## src/rtl/ddr3_cmd_resp.sv

```systemverilog
// DDR3 config/refresh command responder: issues MRS/ZQCL/PRE/NOP/REF on the
// pseudo-DFI pins and pulses cfg_rdy_o after the timing wait. Option: DDR3_CMD_CHECK_EN.
module ddr3_cmd_resp #(
  parameter int DDR_ROW_BITS = 13,
  parameter int DDR_CMOD     = 12,
  parameter int DDR_CZQINIT  = 512,
  parameter int DDR_CRP      = 2,
  parameter int DDR_CRFC     = 11
) (
  input  logic                    clock,
  input  logic                    reset_n,
  input  logic                    cfg_req_i,
  input  logic                    cfg_run_i,
  input  logic [2:0]              cfg_cmd_i,
  input  logic                    cfg_ref_i,
  input  logic [2:0]              cfg_ba_i,
  input  logic [DDR_ROW_BITS-1:0] cfg_adr_i,
  output logic                    cfg_rdy_o,
  input  logic                    ctl_idle_i,
  output logic                    ref_busy_o,
  output logic                    err_o,
  output logic                    dfi_ras_no,
  output logic                    dfi_cas_no,
  output logic                    dfi_we_no,
  output logic [2:0]              dfi_bank_o,
  output logic [DDR_ROW_BITS-1:0] dfi_addr_o
);

  localparam int MAXA = (DDR_CMOD > DDR_CZQINIT) ? DDR_CMOD : DDR_CZQINIT;
  localparam int MAXB = (DDR_CRP > DDR_CRFC) ? DDR_CRP : DDR_CRFC;
  localparam int MAXC = (MAXA > MAXB) ? MAXA : MAXB;
  localparam int MAXW = (MAXC > 1) ? MAXC : 1;
  localparam int CW   = $clog2(MAXW + 1);

  localparam logic [CW-1:0] W_MOD = CW'(DDR_CMOD);
  localparam logic [CW-1:0] W_ZQ  = CW'(DDR_CZQINIT);
  localparam logic [CW-1:0] W_RP  = CW'(DDR_CRP);
  localparam logic [CW-1:0] W_RFC = CW'(DDR_CRFC);
  localparam logic [CW-1:0] W_ONE = CW'(1);
  localparam logic [CW-1:0] W_TWO = CW'(2);

  localparam logic [2:0] C_MRS = 3'b000;
  localparam logic [2:0] C_REF = 3'b001;
  localparam logic [2:0] C_PRE = 3'b010;
  localparam logic [2:0] C_ZQ  = 3'b110;
  localparam logic [2:0] C_NOP = 3'b111;

  typedef enum logic [2:0] {
    S_IDLE,
    S_ISSUE,
    S_WAIT,
    S_DONE,
    S_HOLD
  } state_t;

  state_t                  state_q;
  logic [CW-1:0]           cnt_q;
  logic [2:0]              cmd_q;
  logic [2:0]              bank_q;
  logic [DDR_ROW_BITS-1:0] addr_q;
  logic                    rdy_q;
  logic                    busy_q;
  logic [CW-1:0]           req_wait;

`ifdef DDR3_CMD_CHECK_EN
  logic                    illegal;
  logic                    err_q;
`endif

  // Wait value for a sequencer command; anything outside the table waits one cycle
  always_comb begin
    req_wait = W_ONE;
`ifdef DDR3_CMD_CHECK_EN
    illegal  = 1'b0;
`endif
    unique case (cfg_cmd_i)
      C_MRS:   req_wait = W_MOD;
      C_PRE:   req_wait = W_RP;
      C_ZQ:    req_wait = W_ZQ;
      C_NOP:   req_wait = W_ONE;
      default: begin
        req_wait = W_ONE;
`ifdef DDR3_CMD_CHECK_EN
        illegal  = 1'b1;
`endif
      end
    endcase
  end

  // Command FSM: DONE registers the completion pulse, which is visible during HOLD
  always_ff @(posedge clock or negedge reset_n) begin
    if (!reset_n) begin
      state_q <= S_IDLE;
      cnt_q   <= '0;
      cmd_q   <= C_NOP;
      bank_q  <= '0;
      addr_q  <= '0;
      rdy_q   <= 1'b0;
      busy_q  <= 1'b0;
`ifdef DDR3_CMD_CHECK_EN
      err_q   <= 1'b0;
`endif
    end else begin
      unique case (state_q)
        S_IDLE: begin
          if (!cfg_run_i && cfg_req_i) begin
            state_q <= S_ISSUE;
            cnt_q   <= req_wait;
`ifdef DDR3_CMD_CHECK_EN
            if (illegal) begin
              err_q  <= 1'b1;
              cmd_q  <= C_NOP;
              bank_q <= '0;
              addr_q <= '0;
            end else begin
              cmd_q  <= cfg_cmd_i;
              bank_q <= cfg_ba_i;
              addr_q <= cfg_adr_i;
            end
`else
            cmd_q  <= cfg_cmd_i;
            bank_q <= cfg_ba_i;
            addr_q <= cfg_adr_i;
`endif
          end else if (cfg_run_i && cfg_ref_i && ctl_idle_i) begin
            state_q <= S_ISSUE;
            cnt_q   <= W_RFC;
            cmd_q   <= C_REF;
            bank_q  <= '0;
            addr_q  <= '0;
            busy_q  <= 1'b1;
          end
        end
        S_ISSUE: begin
          cmd_q  <= C_NOP;
          bank_q <= '0;
          addr_q <= '0;
          cnt_q  <= cnt_q - W_ONE;
          if (cnt_q <= W_ONE) begin
            rdy_q   <= 1'b1;
            state_q <= S_HOLD;
          end else if (cnt_q == W_TWO) begin
            state_q <= S_DONE;
          end else begin
            state_q <= S_WAIT;
          end
        end
        S_WAIT: begin
          cnt_q <= cnt_q - W_ONE;
          if (cnt_q <= W_TWO) begin
            state_q <= S_DONE;
          end
        end
        S_DONE: begin
          cnt_q   <= '0;
          rdy_q   <= 1'b1;
          state_q <= S_HOLD;
        end
        S_HOLD: begin
          rdy_q   <= 1'b0;
          busy_q  <= 1'b0;
          state_q <= S_IDLE;
        end
        default: begin
          state_q <= S_IDLE;
        end
      endcase
    end
  end

  assign {dfi_ras_no, dfi_cas_no, dfi_we_no} = cmd_q;
  assign dfi_bank_o = bank_q;
  assign dfi_addr_o = addr_q;
  assign cfg_rdy_o  = rdy_q;
  assign ref_busy_o = busy_q;

`ifdef DDR3_CMD_CHECK_EN
  assign err_o = err_q;
`else
  assign err_o = 1'b0;
`endif

endmodule

```

## config.mk

```make
export PLATFORM = sky130hd
export DESIGN_NAME = ddr3_cmd_resp
export DESIGN_NICKNAME = d
export VERILOG_FILES = /design/src/rtl/ddr3_cmd_resp.sv
export SDC_FILE = /design/constraint.sdc
export NUM_CORES = 1
export LEC_CHECK = 0
export CAP_MARGIN = 25
export CORE_MARGIN = 2
export CORE_UTILIZATION = 48
export DETAILED_ROUTE_END_ITERATION = 10
export GPL_TIMING_DRIVEN = 0
export PLACE_DENSITY = 0.87
export SYNTH_ARGS = -nofsm -noshare
export SYNTH_HDL_FRONTEND = slang
export SYNTH_SLANG_ARGS = --single-unit
```

## constraint.sdc

```tcl
create_clock -name clock -period 2.2 [get_ports clock]
set_input_delay 0.44 -clock clock [delete_from_list [all_inputs] [get_ports clock]]
set_output_delay 0.44 -clock clock [all_outputs]
set_load 0.005 [all_outputs]
```

==> results.rst <==
.. list-table::
   :header-rows: 1

   * - Metric
     - Value
   * - Yosys top cell area share
     - 44.57%
   * - Highest clock frequency the design can meet
     - 515.1 MHz
   * - Number of flops mapped to enable cells by yosys
     - 0
   * - Clock transition time at the flip-flop clock pins of the worst setup and hold paths
     - 0.10 ns
   * - Final-report max-slew violation count
     - 0
   * - Max Fanout on Critical Path
     - 10
   * - Depth of the worst register-to-register path
     - 6
   * - Number of antenna violations at the first check in global routing
     - 0
   * - Area after detailed placement
     - 2243 um^2
   * - MaxCap Viol Count
     - 0
   * - RSZ-0062 raised after global routing
     - false
   * - Top cells by instance count after synthesis
     - sky130_fd_sc_hd__dfrtp_1 (31), sky130_fd_sc_hd__a22o_1 (19), sky130_fd_sc_hd__a21oi_1 (12)
   * - Placeable core area
     - 3416 um^2
   * - Most congested layer reported by global routing
     - met2
   * - Post-Syn Area per Cell
     - 10.74 um^2
   * - Tightest Hold Check Type
     - input pin to asynchronous set/reset pin
   * - Total of flip-flops plus latches after synthesis
     - 34
   * - Largest net degree at the start of global routing
     - 35
   * - Cell type contributing the most total cell area after synthesis
     - sky130_fd_sc_hd__dfrtp_1
   * - Relative max-transition margin
     - 50.73%
   * - Minimum period implied by the final worst setup slack
     - 1.942 ns
   * - Most used standard cell by instance count after synthesis
     - sky130_fd_sc_hd__dfrtp_1
   * - Async set-or-reset flop fraction in the synthesized netlist
     - 100.0%
   * - TritonCTS buffer count
     - 5
   * - Initial core utilization
     - 50.95%
   * - Nets@finish
     - 242
   * - Floorplan die width
     - 64.22 um
   * - Total Die Area
     - 4124 um^2
   * - Number of buffers inserted by port buffering
     - 45
   * - Number of distinct library cell variants in the gate-level netlist after synthesis
     - 50
   * - Number of warnings issued by yosys
     - 0
   * - Post-Syn Area
     - 1740 um^2
   * - Global-route wire length before repair
     - 6948 um
   * - Final setup violating endpoints
     - 0
   * - Synth top area cells
     - sky130_fd_sc_hd__dfrtp_1 (45%), sky130_fd_sc_hd__a22o_1 (9.6%), sky130_fd_sc_hd__dfstp_2 (4.5%)
   * - Drt wl/cell
     - 15.32 um
   * - Critical path arrival
     - 2.23 ns
   * - Number of detailed-route iterations in the first pass
     - 4
   * - Global-route track usage on met1
     - 27.38%
   * - Global Route met3 Usage
     - 6.162%
   * - Maximum clock path buffer count
     - 2
   * - Setup Skew
     - 0.006251 ns
   * - Status
     - complete, no violations
   * - Setup crit end kind
     - register
   * - Crit Reg-Reg Startpoint
     - cnt_q[0]
   * - Drt total wl
     - 3998 um
   * - CTS H-Tree Depth
     - 2
   * - Cell row count
     - 21
   * - Endpoint of the lowest-slack register-to-register path
     - cfg_rdy_o
   * - Pleak
     - 1.018 nW
   * - Overall Power
     - 1.306 mW
   * - Number of inserted filler cells in the final layout
     - 265
   * - Ports
     - 47
   * - Synth Flop Type
     - sky130_fd_sc_hd__dfrtp_1
   * - Pwr per Cell Area
     - 553.7 nW/um^2
   * - Total number of clock tree sinks
     - 34
   * - Worst-Margin Slew
     - 0.7390 ns
   * - Height of the chip
     - 64.22 um
   * - Final critical-path share of the clock period
     - 88.25%
   * - Final Cell Area
     - 2359 um^2
   * - Area Growth Syn to Fin
     - 35.51%
   * - Residual overflow from global routing
     - 0
   * - Hold buffer count at CTS
     - 0
   * - Count of endpoints failing hold in the final timing report
     - 0
   * - Root buf cell
     - sky130_fd_sc_hd__clkbuf_4
   * - Global routing met2 resource utilization
     - 36.72%
   * - Gr usage total
     - 21.94%
   * - Count of mapped cells out of synthesis
     - 162
   * - Synthesized net count
     - 190
   * - Antenna fix cells
     - 0
   * - Sequential fraction of the synthesis area
     - 49.10%
   * - Vias per inst
     - 5.648
   * - Utilization after layout
     - 69.05%
   * - Ratio of cells with drive above 1 in the final layout
     - 14.88%
   * - Global placement routability congestion
     - 0.7888
   * - DP HPWL
     - 2816 um
   * - Remaining routing DRC violations
     - 0
   * - DRT iter0 DRCs
     - 37
   * - Crit path kind
     - input pin to register
   * - Reg2reg setup slack
     - 0.35 ns
   * - Element type at the critical path start
     - input pin
   * - Max IR drop VDD
     - 0.4402 mV
   * - Clock insertion delay at the later pin of the skew report
     - 0.35 ns
   * - Post-route antenna net violation count
     - 0
   * - Number of vias after detailed routing
     - 1474
   * - Worst endpoint required time
     - 2.49 ns
   * - Clock tree from TritonCTS
     - done
   * - Vias in the first global route
     - 1498
## layout by cell type, fill, tap and decap left out, types with 3 or more instances in the layout
cell                               n
sky130_fd_sc_hd__a21oi_1          12
sky130_fd_sc_hd__a22o_1           19
sky130_fd_sc_hd__buf_2             4
sky130_fd_sc_hd__buf_4             3
sky130_fd_sc_hd__clkbuf_4          5
sky130_fd_sc_hd__clkdlybuf4s50_1  44
sky130_fd_sc_hd__dfrtp_1          31
sky130_fd_sc_hd__dfstp_2           3
sky130_fd_sc_hd__ha_1              3
sky130_fd_sc_hd__inv_1             8
sky130_fd_sc_hd__nand2_1           5
sky130_fd_sc_hd__nand2b_1          3
sky130_fd_sc_hd__nand3_1           4
sky130_fd_sc_hd__nor2_1            8
sky130_fd_sc_hd__nor2b_1           3
sky130_fd_sc_hd__nor3_1            7
sky130_fd_sc_hd__o21ai_0           5
## state kept, by name (all words and copies together), names as in the netlist
| register | count |
|---|---|
| cfg_rdy_o | 1 |
| cmd_q | 3 |
| cnt_q | 10 |
| dfi_addr_o | 13 |
| dfi_bank_o | 3 |
| ref_busy_o | 1 |
| state_q | 3 |
## cell families after synthesis
group / after synthesis / synth area share [%]
AOI/OAI and AO/OA: 58 / 25.45
and+or+nand+nor: 47 / 16.89
DFF: 34 / 49.10
buffers and inverters: 17 / 4.960
adders and majority gates: 3 / 2.157
muxes: 2 / 1.222
other: 1 / 0.2155
## through the flow
stage | TNS (ns) | setup WS, ns | hold slack [ns] | std cells
floorplan | 0 | 0.5344 | 0.1444 | 162
global placement | -1.062 | -0.1163 | 0.4591 | 253
detailed placement | -1.116 | -0.1257 | 0.4700 | 253
CTS | 0 | 0.2049 | 0.1544 | 261
global route | 0 | 0.08783 | 0.1806 | 261
finish | 0 | 0.2585 | 0.1412 | 261
## how the worst max path moves through the flow
stage | depth (start not counted) | from | endpoint
after global routing | 6 | cfg_run_i | dfi_addr_o[10]
final | 6 | cfg_run_i | dfi_addr_o[12]
after floorplan | 4 | cnt_q[1] | cnt_q[9]
after global placement | 7 | cfg_run_i | dfi_addr_o[9]
after CTS | 7 | cfg_run_i | dfi_addr_o[12]
after detailed placement | 7 | cfg_run_i | dfi_bank_o[1]
## repair_timing
item | in CTS | in global routing
setup endpoints to repair | 0 | 3
hold endpoints to repair | 0 | 0
gates resized for setup | 0 | 1
buffers inserted | 0 | 0
## where the power goes
| group | switching, mW | total, mW | internal, mW | leakage (nW) |
|---|---|---|---|---|
| Combinational | 0.0334 | 0.0783 | 0.0449 | 0.535 |
| Clock | 0.218 | 0.603 | 0.385 | 0.0585 |
| Sequential | 0 | 0.625 | 0.625 | 0.424 |
| Total | 0.251 | 1.31 | 1.05 | 1.02 |
## worst max-delay path, stage by stage
cell and delay (ns):
sky130_fd_sc_hd__clkdlybuf4s50_1 0.47, sky130_fd_sc_hd__nand2b_1 0.18, sky130_fd_sc_hd__buf_6 0.14, sky130_fd_sc_hd__nor4_4 0.38, sky130_fd_sc_hd__clkbuf_1 0.40, sky130_fd_sc_hd__a22o_1 0.22
## layer usage
layer  routed length (um)  vias up  part of all wire [%]
li1                     -      712                     -
met1                 1783      722                    45
met2                 1973       32                    49
met3                  165        8                   4.1
met4                   75        0                   1.9
met5                    0        -                     0
## layout make-up
class	instances	area, um^2	share of cell area (%)
sequential	34	854.6	36.23
multi-input combinational	111	803.3	34.06
timing repair buffer	45	445.4	18.89
clock inverter	2	60.06	2.546
tap	46	57.56	2.440
buffer	9	56.30	2.387
clock buffer	6	51.30	2.175
inverter	8	30.03	1.273
(Power assumes the default switching activity.)
